===== src/rtl/f11_svc_pkg.sv =====
// Shared types and constants for the F11 service word and interrupt arbiter.
package f11_svc_pkg;

   typedef enum logic [1:0] {
      ST_IDLE  = 2'd0,
      ST_GRANT = 2'd1,
      ST_WAIT  = 2'd2,
      ST_ACK   = 2'd3
   } svc_state_e;

   // Service word bit positions; [15:13] and [6] are always zero
   localparam int unsigned SVC_EVNT  = 12;
   localparam int unsigned SVC_IRQ4  = 11;
   localparam int unsigned SVC_IRQ5  = 10;
   localparam int unsigned SVC_IRQ6  = 9;
   localparam int unsigned SVC_IRQ7  = 8;
   localparam int unsigned SVC_ACLO  = 7;
   localparam int unsigned SVC_HALT  = 5;
   localparam int unsigned SVC_CCERR = 4;
   localparam int unsigned SVC_MMU   = 3;
   localparam int unsigned SVC_PAR   = 2;
   localparam int unsigned SVC_BTO   = 1;
   localparam int unsigned SVC_DCLO  = 0;

   localparam logic [2:0] LVL_IRQ4 = 3'd4;
   localparam logic [2:0] LVL_IRQ5 = 3'd5;
   localparam logic [2:0] LVL_IRQ6 = 3'd6;
   localparam logic [2:0] LVL_IRQ7 = 3'd7;

   // One-hot winner: highest requesting level strictly above the CPU priority
   function automatic logic [3:0] pick_winner(input logic [3:0] req, input logic [2:0] pri);
      logic [3:0] g;
      g = 4'b0000;
      if (req[3] && (LVL_IRQ7 > pri))      g = 4'b1000;
      else if (req[2] && (LVL_IRQ6 > pri)) g = 4'b0100;
      else if (req[1] && (LVL_IRQ5 > pri)) g = 4'b0010;
      else if (req[0] && (LVL_IRQ4 > pri)) g = 4'b0001;
      return g;
   endfunction

endpackage


===== src/rtl/f11_svc_sync.sv =====
// Multi-flop synchronizer for a group of asynchronous level inputs.
module f11_svc_sync #(
   parameter int unsigned W       = 1,
   parameter int unsigned STG     = 2,
   parameter logic        RST_VAL = 1'b0
) (
   input  logic         clk,
   input  logic         rst_n,
   input  logic [W-1:0] d_i,
   output logic [W-1:0] q_o
);

   logic [W-1:0] stg_q [STG];

   // Shift chain; resets to the inactive level of the group
   always_ff @(posedge clk or negedge rst_n) begin
      if (!rst_n) begin
         for (int i = 0; i < int'(STG); i++) stg_q[i] <= {W{RST_VAL}};
      end else begin
         stg_q[0] <= d_i;
         for (int i = 1; i < int'(STG); i++) stg_q[i] <= stg_q[i-1];
      end
   end

   assign q_o = stg_q[STG-1];

endmodule


===== src/rtl/f11_svc_arb.sv =====
// F11 service word builder and vectored interrupt acknowledge arbiter.
module f11_svc_arb
   import f11_svc_pkg::*;
#(
   parameter int unsigned TMO_CYC  = 64,
   parameter int unsigned SYNC_STG = 2
) (
   input  logic        pin_clk,
   input  logic        pin_rst_n,
   input  logic [3:0]  irq,
   input  logic        evnt,
   input  logic        aclo_n,
   input  logic        halt,
   input  logic        ccerr_n,
   input  logic        mmu_n,
   input  logic        par_n,
   input  logic        dclo_n,
   input  logic        svc_rd,
   output logic        svc_oe,
   output logic [15:0] svc_ad,
   input  logic        clr_evnt,
   input  logic        clr_err,
   input  logic        iak_req,
   input  logic [2:0]  iak_pri,
   output logic [3:0]  ia_gnt,
   input  logic        dev_rply,
   input  logic [7:0]  dev_vec,
   output logic        iak_ack,
   output logic [15:0] iak_vec,
   output logic        iak_tmo
);

   // GRANT takes one clock, WAIT runs the rest so the grant lasts TMO_CYC clocks
   localparam logic [7:0] TMO_LOAD = 8'(TMO_CYC - 2);

   logic [5:0]  hi_s;
   logic [4:0]  lo_s;
   logic [3:0]  irq_s;
   logic        evnt_s, halt_s;
   logic        aclo_s, ccerr_s, mmu_s, par_s, dclo_s;

   logic        evnt_prev_q, par_prev_q;
   logic        evnt_rise, par_fall;
   logic        evnt_l_q, par_l_q, bto_l_q;

   logic        svc_oe_q;
   logic [15:0] svc_ad_q, svc_word;

   svc_state_e  state_q, state_d;
   logic [3:0]  win_q, win_d, win_c;
   logic [7:0]  cnt_q, cnt_d;
   logic [3:0]  gnt_q, gnt_d;
   logic        ack_q, ack_d;
   logic [15:0] vec_q, vec_d;
   logic        tmo_q, tmo_d;
   logic        bto_set;

   // Active-high inputs idle low
   f11_svc_sync #(.W(6), .STG(SYNC_STG), .RST_VAL(1'b0)) u_sync_hi (
      .clk   (pin_clk),
      .rst_n (pin_rst_n),
      .d_i   ({halt, evnt, irq}),
      .q_o   (hi_s)
   );

   // Active-low inputs idle high
   f11_svc_sync #(.W(5), .STG(SYNC_STG), .RST_VAL(1'b1)) u_sync_lo (
      .clk   (pin_clk),
      .rst_n (pin_rst_n),
      .d_i   ({dclo_n, par_n, mmu_n, ccerr_n, aclo_n}),
      .q_o   (lo_s)
   );

   assign irq_s   = hi_s[3:0];
   assign evnt_s  = hi_s[4];
   assign halt_s  = hi_s[5];
   assign aclo_s  = lo_s[0];
   assign ccerr_s = lo_s[1];
   assign mmu_s   = lo_s[2];
   assign par_s   = lo_s[3];
   assign dclo_s  = lo_s[4];

   assign evnt_rise = evnt_s & ~evnt_prev_q;
   assign par_fall  = ~par_s & par_prev_q;

   // Edge history and sticky flags; a set always beats a coincident clear
   always_ff @(posedge pin_clk or negedge pin_rst_n) begin
      if (!pin_rst_n) begin
         evnt_prev_q <= 1'b0;
         par_prev_q  <= 1'b1;
         evnt_l_q    <= 1'b0;
         par_l_q     <= 1'b0;
         bto_l_q     <= 1'b0;
      end else begin
         evnt_prev_q <= evnt_s;
         par_prev_q  <= par_s;
         if (evnt_rise)     evnt_l_q <= 1'b1;
         else if (clr_evnt) evnt_l_q <= 1'b0;
         if (par_fall)      par_l_q  <= 1'b1;
         else if (clr_err)  par_l_q  <= 1'b0;
         if (bto_set)       bto_l_q  <= 1'b1;
         else if (clr_err)  bto_l_q  <= 1'b0;
      end
   end

   // Assemble the service word from synchronized sources
   always_comb begin
      svc_word            = 16'h0000;
      svc_word[SVC_EVNT]  = evnt_l_q;
      svc_word[SVC_IRQ4]  = irq_s[0];
      svc_word[SVC_IRQ5]  = irq_s[1];
      svc_word[SVC_IRQ6]  = irq_s[2];
      svc_word[SVC_IRQ7]  = irq_s[3];
      svc_word[SVC_ACLO]  = aclo_s;
      svc_word[SVC_HALT]  = halt_s;
      svc_word[SVC_CCERR] = ccerr_s;
      svc_word[SVC_MMU]   = mmu_s;
      svc_word[SVC_PAR]   = ~par_l_q;
      svc_word[SVC_BTO]   = bto_l_q;
      svc_word[SVC_DCLO]  = dclo_s;
   end

   // Service word capture; AD keeps its last value after the drive window
   always_ff @(posedge pin_clk or negedge pin_rst_n) begin
      if (!pin_rst_n) begin
         svc_oe_q <= 1'b0;
         svc_ad_q <= 16'h0000;
      end else begin
         svc_oe_q <= svc_rd;
         if (svc_rd) svc_ad_q <= svc_word;
      end
   end

   assign win_c = pick_winner(irq_s, iak_pri);

   // Acknowledge handshake next-state and registered-output decode
   always_comb begin
      state_d = state_q;
      win_d   = win_q;
      cnt_d   = cnt_q;
      vec_d   = vec_q;
      tmo_d   = tmo_q;
      bto_set = 1'b0;
      case (state_q)
         ST_IDLE: begin
            if (iak_req && (win_c != 4'b0000)) begin
               state_d = ST_GRANT;
               win_d   = win_c;
               cnt_d   = TMO_LOAD;
            end
         end
         ST_GRANT: state_d = ST_WAIT;
         ST_WAIT: begin
            if (dev_rply) begin
               vec_d   = {6'b000000, dev_vec, 2'b00};
               tmo_d   = 1'b0;
               state_d = ST_ACK;
            end else if (cnt_q == 8'd0) begin
               vec_d   = 16'h0000;
               tmo_d   = 1'b1;
               bto_set = 1'b1;
               state_d = ST_ACK;
            end else begin
               cnt_d = cnt_q - 8'd1;
            end
         end
         ST_ACK:  state_d = ST_IDLE;
         default: state_d = ST_IDLE;
      endcase
      gnt_d = ((state_d == ST_GRANT) || (state_d == ST_WAIT)) ? win_d : 4'b0000;
      ack_d = (state_d == ST_ACK);
   end

   // Handshake state and output registers
   always_ff @(posedge pin_clk or negedge pin_rst_n) begin
      if (!pin_rst_n) begin
         state_q <= ST_IDLE;
         win_q   <= 4'b0000;
         cnt_q   <= 8'd0;
         gnt_q   <= 4'b0000;
         ack_q   <= 1'b0;
         vec_q   <= 16'h0000;
         tmo_q   <= 1'b0;
      end else begin
         state_q <= state_d;
         win_q   <= win_d;
         cnt_q   <= cnt_d;
         gnt_q   <= gnt_d;
         ack_q   <= ack_d;
         vec_q   <= vec_d;
         tmo_q   <= tmo_d;
      end
   end

   assign svc_oe  = svc_oe_q;
   assign svc_ad  = svc_ad_q;
   assign ia_gnt  = gnt_q;
   assign iak_ack = ack_q;
   assign iak_vec = vec_q;
   assign iak_tmo = tmo_q;

endmodule

===== config.mk =====
export PLATFORM = sky130hd
export DESIGN_NAME = f11_svc_arb
export DESIGN_NICKNAME = d
export VERILOG_FILES = /design/src/rtl/f11_svc_pkg.sv /design/src/rtl/f11_svc_sync.sv /design/src/rtl/f11_svc_arb.sv
export SDC_FILE = /design/constraint.sdc
export NUM_CORES = 1
export LEC_CHECK = 0
export CAP_MARGIN = 25
export CORE_ASPECT_RATIO = 0.75
export CORE_MARGIN = 2
export CORE_UTILIZATION = 30
export CTS_CLUSTER_DIAMETER = 200
export DETAILED_ROUTE_END_ITERATION = 12
export PLACE_DENSITY = 0.53
export SLEW_MARGIN = 20
export SYNTH_ARGS = -nofsm -noshare
export SYNTH_HDL_FRONTEND = slang
export SYNTH_SLANG_ARGS = --single-unit

===== constraint.sdc =====
create_clock -name pin_clk -period 5.1 [get_ports pin_clk]
set_input_delay 0.765 -clock pin_clk [delete_from_list [all_inputs] [get_ports pin_clk]]
set_output_delay 0.765 -clock pin_clk [all_outputs]
set_load 0.02 [all_outputs]

==> results of run 1 <==
Yosys cell counts, types with 4 or more instances:
master   instances
a31oi_1          5
ha_1             6
a22o_1           8
o22ai_1          4
nor2b_1          4
inv_1           12
and2_1           5
nand2_1          8
dfstp_2         11
dfrtp_1         57
nor2_1           6
mux2_2          12
buf_4           12
worst max-delay path, delay by kind of cell:
family          cells  cell delay [ns]
compound gates      3             1.07
buf+inv             1             0.43
simple gates        2             0.46
fa+ha+maj           1             0.32
worst min path at each step:
stage	to	slack, ns	cells past startpoint
after floorplan	u_sync_hi.q_o[0]$_DFF_PN0_	0.33	0
after global placement	u_sync_hi.q_o[4]$_DFF_PN0_	0.33	0
after detailed placement	u_sync_hi.q_o[3]$_DFF_PN0_	0.34	0
after CTS	u_sync_hi.q_o[3]$_DFF_PN0_	0.35	0
after global routing	u_sync_hi.q_o[1]$_DFF_PN0_	0.35	0
final	u_sync_hi.q_o[3]$_DFF_PN0_	0.35	0
flip-flops by register name, summed over array words and instances, names as in the netlist:
name             flops
u_sync_lo.stg_q      5
svc_ad              12
par_prev_q           1
iak_vec              8
u_sync_lo.q_o        5
bto_l_q              1
u_sync_hi.stg_q      6
evnt_l_q             1
par_l_q              1
cnt_q                8
win_q                4
svc_oe               1
u_sync_hi.q_o        6
evnt_prev_q          1
iak_tmo              1
state_q              2
ia_gnt               4
iak_ack              1
metrics by stage:
stage	instances	power [mW]	util (%)	worst slack (ns)
after detailed placement	355	1.19	38.5	1.95
after global placement	355	1.19	38.5	2.09
after CTS	371	1.78	41.9	2.28
after global routing	371	1.86	41.9	2.14
final	371	1.76	41.9	2.25
after floorplan	207	0.999	-	2.95
placed cells by master (no fill, tap or decap), types with 5 or more instances in the layout:
cell	count
a22o_1	8
a31oi_1	5
and2_1	5
clkbuf_16	9
clkdlybuf4s50_1	54
conb_1	12
dfrtp_1	57
dfstp_2	11
ha_1	6
inv_1	12
mux2_2	12
nand2_1	8
nor2_1	6
per-layer routing:
metal	routed length, um	global-route usage [%]
met5	0	0
met4	47	3.99
met3	357	4.45
met2	1980	14.1
met1	2580	16.3
layout make-up:
| type | count | area share, % |
|---|---|---|
| clock buffers | 11 | 7.05 |
| clock inverters | 5 | 1.01 |
| inverters | 12 | 1.26 |
| multi-input cells | 111 | 23.7 |
| flip-flops and latches | 68 | 47.8 |
| well taps | 108 | 3.77 |
| repair buffers | 56 | 15.4 |
power groups by stage:
stage,sequential [mW],clock (mW),combinational (mW)
6_report,0.680,0.576,0.501
5_1_grt,0.692,0.622,0.551
4_1_cts,0.680,0.594,0.509
3_5_place_dp,0.687,0,0.506
3_3_place_gp,0.693,0,0.492
2_1_floorplan,0.743,0,0.255
kinds of logic (layout without fill, tap and decap cells):
family                   Yosys count  after routing  share of synthesized area (%)
flip-flops                        68             68                           64.1
adder cells (fa/ha/maj)            6              6                           2.80
multiplexers                      17             17                           7.34
AND/OR/NAND/NOR                   43             43                           9.44
AO/OA/AOI/OAI                     33             33                           10.5
buffers and inverters             28             84                           5.70
other                              1             12                          0.140
==> parameters.txt, run 1 <==
Parameter                              Value

Status
  Status    finished, violations left
  Failing checks    design-rule violations

Final layout
  Relative area change from synthesis to final layout    34.0%
  FF+latch area    1720 sq um
  # fillers    795
  Final non-filler cell area    3590 sq um
  Fraction of layout cells with a size suffix above 1    20.2%
  Count of nets after finishing    293
  Combined area of the multi-input logic cells    850 sq um
  Antenna Cells    0

Clocking
  Resize count post-CTS    0
  H-tree depth    3
  # clock sinks    68
  Buffers inserted by post-CTS timing repair    0
  Clk root buf    clkbuf_16
  Hold-fix buffers at CTS    0
  CTS tree    done
  CTS buffer count    9
  Reg clk slew, reported paths    0.05 ns
  Buffers from clock root to sink, at most    2
  Clock insertion delay at the later pin of the skew report    0.32 ns

Power
  Combinational cell fraction of total power    28.5%
  Sw power    540 uW
  Internal Dissipation    1.22 mW
  Clock share of power    32.8%
  Leakage power    1.55 nW
  Reg power frac    38.7%
  Switching share of total power    30.8%
  Highest ir drop seen on vdd    0.000194 V
  PwrDens    490 nW/um^2

Timing
  Final critical-path share of the clock period    55.8%
  Headroom to the max-slew limit    43.1%
  Final Max Slew Viols    0
  Final setup skew    0.00288 ns
  Endpoints failing hold    0
  Shortest period the worst path allows    2.85 ns
  Setup repair after global routing missed its margin    false
  Worst Hold Slack    0.347 ns
  Final sum of negative setup slack    0 ns
  Pin slew with the least headroom to its limit    0.854 ns
  Maximum achievable frequency    351 MHz
  Number of setup violations in the final report    0

Floorplanning
  Count of pins on the block boundary    68
  Die area    9700 sq um
  CORE AREA    8560 sq um
  Starting density of the core    31.3%
  Die Span X    113 um
  # rows    29
  Height of the chip    85.8 um

Setup path
  Worst Path Class, Setup    in2reg
  Cell breakdown of the critical path    clkdlybuf4s50_1 > and2_1 > a21oi_2 > o22ai_1 > o22a_1 > ha_1 > and2_1
  CP endpoint kind    flop
  Endpoint of the worst register-to-register path    ia_gnt[0]$_DFF_PN0_
  Arrival time of the worst setup path    3.05 ns
  Number of cells on the worst reg-to-reg path    8
  Max stage delay cell, worst path    a21oi_2
  Crit Path Max Fanout    18
  CP Launch Point    dev_rply
  Max stage delay on crit path    0.68 ns
  Critical Path Start Type    input port
  Required arrival time at the worst endpoint    5.31 ns
  CP endpoint    ia_gnt[0]$_DFF_PN0_
  Worst reg-to-reg setup slack    2.37 ns
  Worst r2r src    state_q[0]$_DFF_PN0_
  Most common cell type on the critical path    and2_1

GRT
  Initial antenna violation count    0
  Aggregate global-route resource usage    10.9%
  Maximum number of pins on one net before global-route repair    43
  Vias in the first global route    1580
  Global-route wire length before repair    8.16 mm
  Total gr overflow    0

Placed design
  Global placer's final weighted congestion    0.706
  Placed Instance Area    3300 sq um
  HPWL Detailed    3.40 mm
  Number of port buffers    55

Route
  DR vias    1650
  Drt drc    7
  DR iter-0 viols    70
  Routed vias/inst    4.45
  ANT nets after route    0
  Wirelength per Cell    13.4 um
  DRT Pass-1 Iters    8
  Post-detailed-routing wire length    4.97 mm

Yosys
  Sequential cell area fraction in the yosys report    64.1%
  Number of flops mapped to enable cells by yosys    0
  Mapped Cells    196
  Fraction of registers with async set or reset after synthesis    100%
  Leading cell types by total area after synthesis    dfrtp_1 (53%), dfstp_2 (11%), mux2_2 (5.0%)
  Number of synthesized register bits    68
  Yosys warning count    0
  Number of unique standard cell types used by synthesis    46
  Share of Yosys cell area claimed by the top area cell type    53.3%
  Dominant register cell in the synthesized netlist    dfrtp_1
  Library cell occupying the most area in the post-synthesis netlist    dfrtp_1
  Average size of a mapped cell    13.7 sq um
  Post-synthesis instance area    2680 sq um

Min path
  Path category of the worst min-delay check    reg2reg
  Start point of the worst hold path    u_sync_hi.stg_q[9]$_DFF_PN0_

Job
  Max-cap check violation count    0
(Power assumes the default switching activity.)
==> inputs of run 2 (changes only) <==
--- a/config.mk
+++ b/config.mk
@@ -11,7 +11,7 @@
 export CORE_UTILIZATION = 30
 export CTS_CLUSTER_DIAMETER = 200
 export DETAILED_ROUTE_END_ITERATION = 12
-export PLACE_DENSITY = 0.53
+export PLACE_DENSITY = 0.55
 export SLEW_MARGIN = 20
 export SYNTH_ARGS = -nofsm -noshare
 export SYNTH_HDL_FRONTEND = slang
==> constraint.sdc (replaced) <==
create_clock -name pin_clk -period 2.4 [get_ports pin_clk]
set_input_delay 0.36 -clock pin_clk [delete_from_list [all_inputs] [get_ports pin_clk]]
set_output_delay 0.36 -clock pin_clk [all_outputs]
set_load 0.02 [all_outputs]
==> run 2 against run 1 <==
Against the previous run: the run still ends with design-rule violations left; sequential power grew 110%; first-iteration DRC count grew 49%; global-route usage grew 0.62 points; worst setup slack lost 2.0 ns; die area is the same; wire length grew 4.7%; count of clock-buffer cells in the layout is the same.
==> parameters.txt, run 2 (synthesis results as in run 1) <==
Parameter                              Value

Floorplanning
  CORE AREA    8560 sq um (unchanged)
  Count of pins on the block boundary    68 (unchanged)
  # rows    29 (unchanged)
  Die area    9700 sq um (unchanged)
  Starting density of the core    31.3% (unchanged)
  Height of the chip    85.8 um (unchanged)
  Die Span X    113 um (unchanged)

Final layout
  Antenna Cells    0 (unchanged)
  Relative area change from synthesis to final layout    35.6%
  Most frequent standard cell in the layout excluding fill and tap cells    dfrtp_1
  Fraction of layout cells with a size suffix above 1    21.1% (+0.90 points)
  Commonest non-fill, non-tap cells in the layout    dfrtp_1 (57), clkdlybuf4s50_1 (54), inv_1 (12), mux2_2 (12), conb_1 (12)
  Number of flip-flops under the largest register name    12 (unchanged)
  Count of nets after finishing    296 (+1.0%)
  Utilization after layout    42.4% (+0.48 points)
  Final cell count without fillers    374 (+0.81%)

Route
  ANT nets after route    0 (unchanged)
  DR iter-0 viols    104 (+49%)
  Post-detailed-routing wire length    5.20 mm (+4.7%)
  Routed vias/inst    4.43 (-0.32%)
  Wirelength per Cell    13.9 um (+3.9%)
  Drt drc    6 (-1)
  DRT Pass-1 Iters    8 (unchanged)
  DR vias    1658 (+0.48%)

Timing
  Final critical-path share of the clock period    87.9%
  Final sum of negative setup slack    0 ns (unchanged)
  Number of setup violations in the final report    0 (unchanged)
  Headroom to the max-slew limit    44.7% (+1.6 points)
  Shortest period the worst path allows    2.11 ns
  Endpoints failing hold    0 (unchanged)
  Setup repair after global routing missed its margin    false
  Final Max Slew Viols    0 (unchanged)
  Maximum achievable frequency    474 MHz
  Pin slew with the least headroom to its limit    0.830 ns (-0.0245 ns)
  Final setup skew    0.00817 ns (+0.00529 ns)

GRT
  Aggregate global-route resource usage    11.6% (+0.62 points)
  Maximum number of pins on one net before global-route repair    69 (+60%)
  Initial antenna violation count    0 (unchanged)
  Total gr overflow    0 (unchanged)
  Vias in the first global route    1659 (+5.0%)
  Global-route wire length before repair    8.50 mm (+4.2%)

Setup path
  Arrival time of the worst setup path    2.31 ns (-0.74 ns)
  Required arrival time at the worst endpoint    2.60 ns (-2.71 ns)
  CP endpoint kind    flop
  Crit Path Max Fanout    17 (-1)
  Worst Path Class, Setup    reg2reg
  Critical Path Start Type    flop

Clocking
  Buffers from clock root to sink, at most    2 (unchanged)
  CTS tree    done
  Clk root buf    clkbuf_16
  H-tree depth    3 (unchanged)
  # clock sinks    68 (unchanged)
  CTS buffer count    9 (unchanged)
  Clock insertion delay at the later pin of the skew report    0.32 ns (about the same)
  Hold-fix buffers at CTS    0 (unchanged)
  Reg clk slew, reported paths    0.06 ns (about the same)

Placed design
  HPWL Detailed    3.50 mm (+3.1%)
  Global placer's final weighted congestion    0.764 (+8.3%)
  Number of port buffers    55 (unchanged)
  Placed instance count    358 (+0.85%)

Power
  Reg power frac    37.7% (-1.0 points)
  Switching share of total power    30.4% (-0.38 points)
  PwrDens    1060 nW/um^2 (+120%)
  Combinational cell fraction of total power    28.3% (-0.2 points)
  Highest ir drop seen on vdd    0.000350 V (+80%)
  Clock share of power    34.0% (+1.2 points)
  Internal Dissipation    2.69 mW (+120%)
  Leakage power    1.58 nW (+1.8%)
  Sw power    1.17 mW (+120%)

Min path
  Path category of the worst min-delay check    in2async

Job
  Max-cap check violation count    0 (unchanged)

Status
  Status    finished, violations left
  Failing checks    design-rule violations
## run 2: cell types whose count changed in the layout (fill, tap and decap cells not counted), sizes merged
cell / delta
buf: +3
clkinvlp: -2
bufinv: +1
inv: +1
## run 2: path summary, 6_finish.rpt
path	cells after the start	slack (ns)	start	endpoint
worst max-delay path	8	0.29	state_q[0]$_DFF_PN0_	cnt_q[3]$_DFFE_PN0P_
worst min-delay path	1	0.14	pin_rst_n	iak_vec[8]$_DFFE_PN0P_
worst max register to register	8	0.29	state_q[0]$_DFF_PN0_	cnt_q[3]$_DFFE_PN0P_
worst min register to register	0	0.35	u_sync_hi.stg_q[10]$_DFF_PN0_	u_sync_hi.q_o[4]$_DFF_PN0_
max in group asynchronous	1	1.71	pin_rst_n	svc_ad[2]$_DFFE_PN0P_
min in group pin_clk	0	0.35	u_sync_hi.stg_q[10]$_DFF_PN0_	u_sync_hi.q_o[4]$_DFF_PN0_
## run 2: cell type report
class / count / area (sq um)
clock buffer: 11 / 243
clock inverter: 5 / 60.1
fill: 814 / 4930
inverter: 12 / 45.0
multi-input combinational: 111 / 852
sequential: 68 / 1720
tap: 108 / 135
timing repair buffer: 59 / 578
## run 2: per-stage QoR
step | hold WS (ns) | total power, mW | cell area (sq um) | setup WS, ns
after detailed placement | 0.335 | 2.56 | 3320 | 0.0557
final | 0.140 | 3.86 | 3630 | 0.291
after CTS | 0.172 | 3.92 | 3630 | 0.185
after global routing | 0.214 | 4.08 | 3630 | 0.121
after global placement | 0.333 | 2.56 | 3320 | 0.114
after floorplan | 0.0644 | 2.12 | 2720 | 0.295
## run 2: power by group through the flow
stage                     clock network [mW]  registers [mW]  logic [mW]
after floorplan                            0            1.58       0.543
after global placement                     0            1.47        1.09
after detailed placement                   0            1.46        1.10
after CTS                               1.36            1.46        1.10
after global routing                    1.42            1.48        1.19
final                                   1.31            1.46        1.09
## run 2: repair_timing
action,in CTS,in global routing
resized for setup,0,1
endpoints found under the setup margin,0,1
setup buffers,0,0
## run 2: metal layers
metal	global-route usage [%]	vias to the layer above	wire length, um
met1	16.6	818	2680
met5	0	-	0
met2	16.0	46	2190
li1	-	789	-
met3	4.17	5	271
met4	4.32	0	57
## run 2: critical path: stages, from the launching register on
cell and delay, ns:
dfrtp_1 0.40, inv_1 0.11, ha_2 0.32, and4bb_1 0.31, a21oi_2 0.09, buf_4 0.21
and3b_1 0.19, a211oi_1 0.28, nor2_1 0.08
==> edit, RTL diff (flow settings as in run 2) <==
`SYNC_STG`: 2 -> 8.
--- a/src/rtl/f11_svc_arb.sv
+++ b/src/rtl/f11_svc_arb.sv
@@ -5,3 +5,3 @@
    parameter int unsigned TMO_CYC  = 64,
-   parameter int unsigned SYNC_STG = 2
+   parameter int unsigned SYNC_STG = 8
 ) (
Function: changed (a bounded check fails within 4 cycles, from zero or initial values and one cycle with pin_rst_n low).
==> edit against run 2 <==
- total power up 64%
- combinational power up 4%
- largest cell class unchanged
- wire length up 28%
- sequential cell count up 66
- critical endpoint is now ia_gnt[1]
- count of clock-buffer cells in the layout up 9
- sequential share of layout area up 12 points
- synthesized area up 63%
- worst setup slack better by 96 ps
- cell area up 59%
==> edit: results (changes against run 2) <==
DRT iter0 DRCs=157 (+51%); first-pass GRT wire length=11.1 mm (+31%); final-stage net count=375 (+27%); Flop+latch power=0.00266 W (+82%); Max H-tree Level=4 (+1); metal2 WL=3.24 mm (+48%); met2 Usage GRT=0.148 (-0.0124); Remaining DRCs=0 (-6); Net Switching=0.00170 W (+45%); synth cell count leaders=dfrtp_1 (93), dfstp_2 (41), buf_4 (12), inv_1 (12), mux2_2 (12); Post-DP HPWL=4.17 mm (+19%); max reg flops=42 (+30); met1 Usage GRT=0.114 (-0.0516); Worst Hold Launch=u_sync_hi.stg_q[26]; Max FO, Critical Path=4 (-13); Yosys cell types=46 (unchanged); sequential fraction of the synthesis area=0.780 (+0.139); Clock net power=0.00255 W (+95%); RR Endpoint=ia_gnt[1]; CTS Buf Count=17 (+8); sw frac=0.268 (-0.0360); FF-to-FF setup slack=390 ps (+100 ps); detailed-route vias per instance=4.02 (-9.3%); CP delay by family, top=adder cells; hold crit path type=reg -> reg; Placed Area=0.00517 mm2 (+56%); Pleak=2.48 nW (+57%); met3 WL=303 um (+12%); Final Skew=10.6 ps (+2.42 ps); 1st-pass router iterations=4 (-4); Tightest Pin Transition=535 ps (-294 ps); Max VDD drop=0.473 mV (+35%); DR WL/cell=12.0 um (-13%); status=completed; vias in the first global route=2,305 (+39%); M3 GR Usage=0.0359 (-0.00582); fraction of layout cells with a size suffix above 1=0.295 (+0.0841); Routability Congestion=0.801 (+4.8%); crit path capture=ia_gnt[1]; WL met1=3.00 mm (+12%); later-pin clock latency in the skew report=400 ps (+80 ps)
-- edit: final cells by class --
type	count	area, um2
flip-flops and latches	134	3400
clock inverters	12	143
fillers	1350	8590
clock buffers	20	447
repair buffers	64	634
multi-input cells	111	850
inverters	12	45.0
well taps	200	250
-- edit: stage by stage --
stage          setup WS (ps)  instances   util  hold WS [ps]
3_5_place_dp            85.0        520  0.360           335
2_1_floorplan            295        273      -          64.4
6_report                 387        553  0.402           342
3_3_place_gp             155        520  0.360           333
5_1_grt                  275        553  0.402           348
4_1_cts                  386        553  0.402           342
-- edit: cell families after synthesis --
kind of cell / count (synthesis) / share of synthesized area
AOI/OAI and AO/OA: 33 / 0.0642
adders and majority gates: 6 / 0.0172
buffers and inverters: 28 / 0.0350
DFF: 134 / 0.780
muxes: 17 / 0.0450
other: 1 / 0.000859
and+or+nand+nor: 43 / 0.0579
-- edit: timing repair --
action | in CTS | in global routing
hold buffers | 1 | 0
hold endpoints to repair | 27 | 0
buffers inserted | 0 | 0
